## config.mk

```make
export PLATFORM = sky130hd
export DESIGN_NAME = slowfil_outbuf
export DESIGN_NICKNAME = d
export VERILOG_FILES = /design/src/rtl/slowfil_pkg.sv /design/src/rtl/slowfil_sfifo.sv /design/src/rtl/slowfil_outbuf.sv
export SDC_FILE = /design/constraint.sdc
export NUM_CORES = 1
export LEC_CHECK = 0
export ABC_CLOCK_PERIOD_IN_PS = 3500
export BUFFER_PORTS_ARGS = -buffer_cell sky130_fd_sc_hd__buf_2
export CORE_MARGIN = 2
export CORE_UTILIZATION = 45
export DETAILED_ROUTE_END_ITERATION = 8
export PLACE_DENSITY = 0.65
export SYNTH_ARGS = -nofsm -noshare
export SYNTH_HDL_FRONTEND = slang
export SYNTH_SLANG_ARGS = --single-unit
```

## constraint.sdc

```tcl
create_clock -name i_clk -period 3.5 [get_ports i_clk]
set_input_delay 0.525 -clock i_clk [delete_from_list [all_inputs] [get_ports i_clk]]
set_output_delay 0.525 -clock i_clk [all_outputs]
set_load 0.1 [all_outputs]
```

## src/rtl/slowfil_pkg.sv

```systemverilog
// Shared default sizing for the slow-filter output buffer and its FIFO.
package slowfil_pkg;

    localparam int DEF_IW     = 39;
    localparam int DEF_OW     = 16;
    localparam int DEF_SHIFT  = 16;
    localparam int DEF_LGFIFO = 3;

    // A FIFO entry carries the saturation flag above the sample.
    localparam int ENTRY_W    = DEF_OW + 1;

endpackage

```

## src/rtl/slowfil_sfifo.sv

```systemverilog
// Synchronous FIFO with an extra pointer MSB to tell full from empty.
// The head is shown combinationally, and it reads as zero while the FIFO is empty.
module slowfil_sfifo
    import slowfil_pkg::*;
#(
    parameter int DW     = ENTRY_W,
    parameter int LGFLEN = DEF_LGFIFO
)(
    input  logic              i_clk,
    input  logic              i_reset_n,
    input  logic              i_wr,
    input  logic [DW-1:0]     i_data,
    input  logic              i_rd,
    output logic [DW-1:0]     o_data,
    output logic              o_empty,
    output logic              o_full,
    output logic [LGFLEN:0]   o_level
);
    localparam int DEPTH = 1 << LGFLEN;

    logic [DW-1:0]   mem [DEPTH];
    logic [LGFLEN:0] wptr;
    logic [LGFLEN:0] rptr;
    logic            do_rd;
    logic            do_wr;

    assign o_empty = (wptr == rptr);
    assign o_full  = (wptr[LGFLEN] != rptr[LGFLEN]) &&
                     (wptr[LGFLEN-1:0] == rptr[LGFLEN-1:0]);
    assign do_rd   = i_rd && !o_empty;
    // If a pop happens in the same cycle, a write is accepted even when the FIFO is full.
    assign do_wr   = i_wr && (!o_full || do_rd);

    always_ff @(posedge i_clk or negedge i_reset_n) begin
        if (!i_reset_n) begin
            wptr <= '0;
            rptr <= '0;
        end else begin
            if (do_wr)
                wptr <= wptr + 1'b1;
            if (do_rd)
                rptr <= rptr + 1'b1;
        end
    end

    always_ff @(posedge i_clk) begin
        if (do_wr)
            mem[wptr[LGFLEN-1:0]] <= i_data;
    end

    assign o_level = wptr - rptr;
    assign o_data  = o_empty ? '0 : mem[rptr[LGFLEN-1:0]];

endmodule

```

## src/rtl/slowfil_outbuf.sv

```systemverilog
// Output stage for the slow filter: shift, saturate, then buffer the samples in a small FIFO.
// Defining SLOWFIL_OUTBUF_ROUND_EN switches stage 1 from truncation to round-half-to-even.
module slowfil_outbuf
    import slowfil_pkg::*;
#(
    parameter int IW     = DEF_IW,
    parameter int OW     = DEF_OW,
    parameter int SHIFT  = DEF_SHIFT,
    parameter int LGFIFO = DEF_LGFIFO
)(
    input  logic              i_clk,
    input  logic              i_reset_n,
    input  logic              i_ce,
    input  logic [IW-1:0]     i_data,
    input  logic              i_clr_ovf,
    output logic              o_valid,
    input  logic              i_ready,
    output logic [OW-1:0]     o_data,
    output logic              o_sat,
    output logic [LGFIFO:0]   o_level,
    output logic              o_overflow
);
    // The extra bit leaves headroom, so the rounding increment cannot wrap.
    localparam int RW = IW - SHIFT + 1;

    if (IW < OW + SHIFT + 1 || LGFIFO < 1) begin : g_bad_params
        $error("slowfil_outbuf: requires IW >= OW+SHIFT+1 and LGFIFO >= 1");
    end

    logic signed [RW-1:0] trunc_val;
    logic signed [RW-1:0] round_val;
    logic signed [RW-1:0] s1_data;
    logic                 s1_valid;
    logic [RW-OW:0]       upper;
    logic [OW-1:0]        sat_data;
    logic                 sat_flag;
    logic [OW-1:0]        s2_data;
    logic                 s2_sat;
    logic                 s2_valid;
    logic                 fifo_empty;
    logic                 fifo_full;
    logic                 pop;
    logic                 drop;

    assign trunc_val = RW'($signed(i_data) >>> SHIFT);

`ifdef SLOWFIL_OUTBUF_ROUND_EN
    localparam logic [SHIFT-1:0] HALF = SHIFT'(1) << (SHIFT - 1);
    logic round_up;
    assign round_up  = (i_data[SHIFT-1:0] > HALF) ||
                       ((i_data[SHIFT-1:0] == HALF) && trunc_val[0]);
    assign round_val = trunc_val + RW'(round_up);
`else
    assign round_val = trunc_val;
`endif

    always_ff @(posedge i_clk or negedge i_reset_n) begin
        if (!i_reset_n) begin
            s1_valid <= 1'b0;
            s1_data  <= '0;
        end else begin
            s1_valid <= i_ce;
            if (i_ce)
                s1_data <= round_val;
        end
    end

    // The value fits in OW bits only when every bit from OW-1 upward equals the sign bit.
    assign upper = s1_data[RW-1:OW-1];

    always_comb begin
        sat_data = s1_data[OW-1:0];
        sat_flag = 1'b0;
        if (!(&upper || ~|upper)) begin
            sat_flag = 1'b1;
            sat_data = s1_data[RW-1] ? {1'b1, {(OW-1){1'b0}}} : {1'b0, {(OW-1){1'b1}}};
        end
    end

    always_ff @(posedge i_clk or negedge i_reset_n) begin
        if (!i_reset_n) begin
            s2_valid <= 1'b0;
            s2_data  <= '0;
            s2_sat   <= 1'b0;
        end else begin
            s2_valid <= s1_valid;
            if (s1_valid) begin
                s2_data <= sat_data;
                s2_sat  <= sat_flag;
            end
        end
    end

    assign o_valid = !fifo_empty;
    assign pop     = o_valid && i_ready;
    assign drop    = s2_valid && fifo_full && !pop;

    slowfil_sfifo #(
        .DW     (OW + 1),
        .LGFLEN (LGFIFO)
    ) u_fifo (
        .i_clk     (i_clk),
        .i_reset_n (i_reset_n),
        .i_wr      (s2_valid),
        .i_data    ({s2_sat, s2_data}),
        .i_rd      (pop),
        .o_data    ({o_sat, o_data}),
        .o_empty   (fifo_empty),
        .o_full    (fifo_full),
        .o_level   (o_level)
    );

    // When a drop and a clear land on the same edge, the drop wins.
    always_ff @(posedge i_clk or negedge i_reset_n) begin
        if (!i_reset_n)
            o_overflow <= 1'b0;
        else if (drop)
            o_overflow <= 1'b1;
        else if (i_clr_ovf)
            o_overflow <= 1'b0;
    end

endmodule

```

==> flow_summary.ini <==
[clocking]
cts_setup_buffers = 0
clk_path_buf_depth = 2
cts_tree = built
clkLatencyLatePin_ps = 430
path_clk_slew_ps = 70
holdBufCountCts = 0
cts-resized-gates = 0
htreeDepth = 4
cts_buffers = 17
cts_sinks = 187
cts_root_buf = clkbuf_16

[worst_setup_path]
path_class = register to output port
cp_data_required_time_ps = 2970
cp-end-kind = output port
start_kind = register
path_max_fanout = 37
arrival_ps = 2520

[cells_and_area]
final_util = 0.5514
syn_to_final_growth_pct = 19.45
nets = 502
layout-drive-gt1-share = 0.3591
fin_cells = 681
n_antenna_cell = 0

[floorplan]
die_x_microns = 131.7
die_y_microns = 131.7
initial_utilization = 0.4616
core_sq_mm = 0.01589
dieArea_sq_mm = 0.01733
io_pins = 67
rows = 46

[synthesis]
ys_warn_count = 0
synth-seq-cells = 187
syn_area_per_cell_sq_um = 18.90
netlist_area_sq_mm = 0.007333
synth_top_area_cell = edfxtp_1
syn-num-nets = 438
synth_edf_count = 136
synthArstFlopShare = 0.2727
synth.top_cell.area_share = 0.5569
synth_common_cells = edfxtp_1 (136), dfrtp_1 (51), mux4_2 (34)
yosysMostFrequentCell = edfxtp_1
synth_cell_type_count = 36
ys_top_cells_by_area = edfxtp_1 (56%), dfrtp_1 (17%), mux4_2 (10%)
ys.flop_type = edfxtp_1
syn_inst = 388
synth-seq-area-share = 0.7309

[min_path]
holdCritPathClass = input port to async pin

[global_routing]
grt_first_pass_wirelength_mm = 21.27
grt_antenna_before_repair = 0
track_usage = 0.1661
grt_pass1_vias = 3822
grt_max_degree = 39
overflow = 0

[sta]
fmaxAchievable_ghz = 0.3283
period_share = 0.8703
fin_skew_ps = 8.071
setup_viol_count_final = 0
worstMarginPinSlew_ps = 1011
tns_ps = 0
drv_slew = 0
max_slew_margin = 0.3233
period_needed_ps = 3046
hold_viol = 0
holdWs_ps = 189.2
rsz0062_at_grt = false

[detailed_routing]
wirelength_mm = 13.43
ant_nets = 0
drc = 0
initialDrtViolationCount = 273
vias_per_cell = 5.458
dr.pass1.iters = 4
routedWlPerCell_microns = 19.72
via_count = 3717

[flow_run]
max_cap_viol_count = 0

[placement]
dpl.hpwl_mm = 8.056
portBuffers = 50
routabilityCongestion = 0.7398
dpl.cell_count = 649

[status]
outcome = complete, no violations
-- metrics by stage --
step	worst slack [ps]	area, sq um
after global routing	296.6	8760
final	454.1	8760
after CTS	394.5	8760
after global placement	747.8	8163
after detailed placement	710.0	8163
after floorplan	122.9	7347
-- layer usage --
| layer | GRT usage | wire (microns) |
|---|---|---|
| met1 | 0.2195 | 5980 |
| met2 | 0.2661 | 6594 |
| met3 | 0.03897 | 616 |
| met4 | 0.07005 | 236 |
| met5 | 0 | 0 |
-- flip-flops by register name, indices dropped and copies added, names as in the netlist --
| register | count |
|---|---|
| s1_valid | 1 |
| s2_sat | 1 |
| s1_data | 23 |
| o_overflow | 1 |
| s2_valid | 1 |
| s2_data | 16 |
| u_fifo.wptr | 4 |
| u_fifo.rptr | 4 |
| u_fifo.mem | 136 |
-- kinds of logic after synthesis --
kind of cell / Yosys count / share of synthesized area
simple gates: 43 / 0.03054
compound gates: 53 / 0.04897
xor+xnor: 9 / 0.01177
buf+inv: 29 / 0.02064
flops: 187 / 0.7309
mux: 61 / 0.1459
fa+ha+maj: 6 / 0.01126
-- path summary, 6_finish.rpt --
kind | start | to | slack [ps] | cells past startpoint
worst max register to register | u_fifo.wptr[0] | u_fifo.mem[7][1] | 720 | 6
worst max-delay path | u_fifo.rptr[0] | o_data[12] | 450 | 4
min in group i_clk | i_clr_ovf | o_overflow | 290 | 2
max in group asynchronous | i_reset_n | s1_data[17] | 2540 | 2
worst min register to register | s1_data[14] | s1_data[14] | 500 | 1
worst min-delay path | i_reset_n | s1_data[7] | 190 | 1
-- layout make-up --
class	instances	area (sq um)
Tap cell	216	270.3
Clock inverter	15	171.4
Fill cell	1251	7126
Timing Repair Buffer	65	633.1
Clock buffer	17	425.4
Multi-Input combinational cell	172	1864
Sequential cell	187	5361
Inverter	9	33.78
-- layout by cell type (no fill, tap or decap), drive strengths merged --
cell type and n:
mux2 27, bufinv 3, mux4 34, and2 2
and3 1, nor4 3, edfxtp 136, fa 1
buf 65, a21o 1, o22ai 16, o311ai 1
dfrtp 51, nor4b 1, nor2 19, nand3 4
nand4 3, a21oi 2, or3 1, inv 12
xor2 1, xnor2 8, nand2b 1, nor3 4
nand2 4, a22o 18, ha 5, clkinv 6
clkbuf 17, clkinvlp 3, o21ai 15
-- worst max-delay path, cell delays in order, from the launching register on --
cell and delay [ps]:
dfrtp_2 380, buf_4 600, mux4_2 590, a22o_1 300
buf_12 190
Power is left out: the tool's default activity adds up to more than one toggle a clock period on the data nets, which glitch-free logic cannot reach.
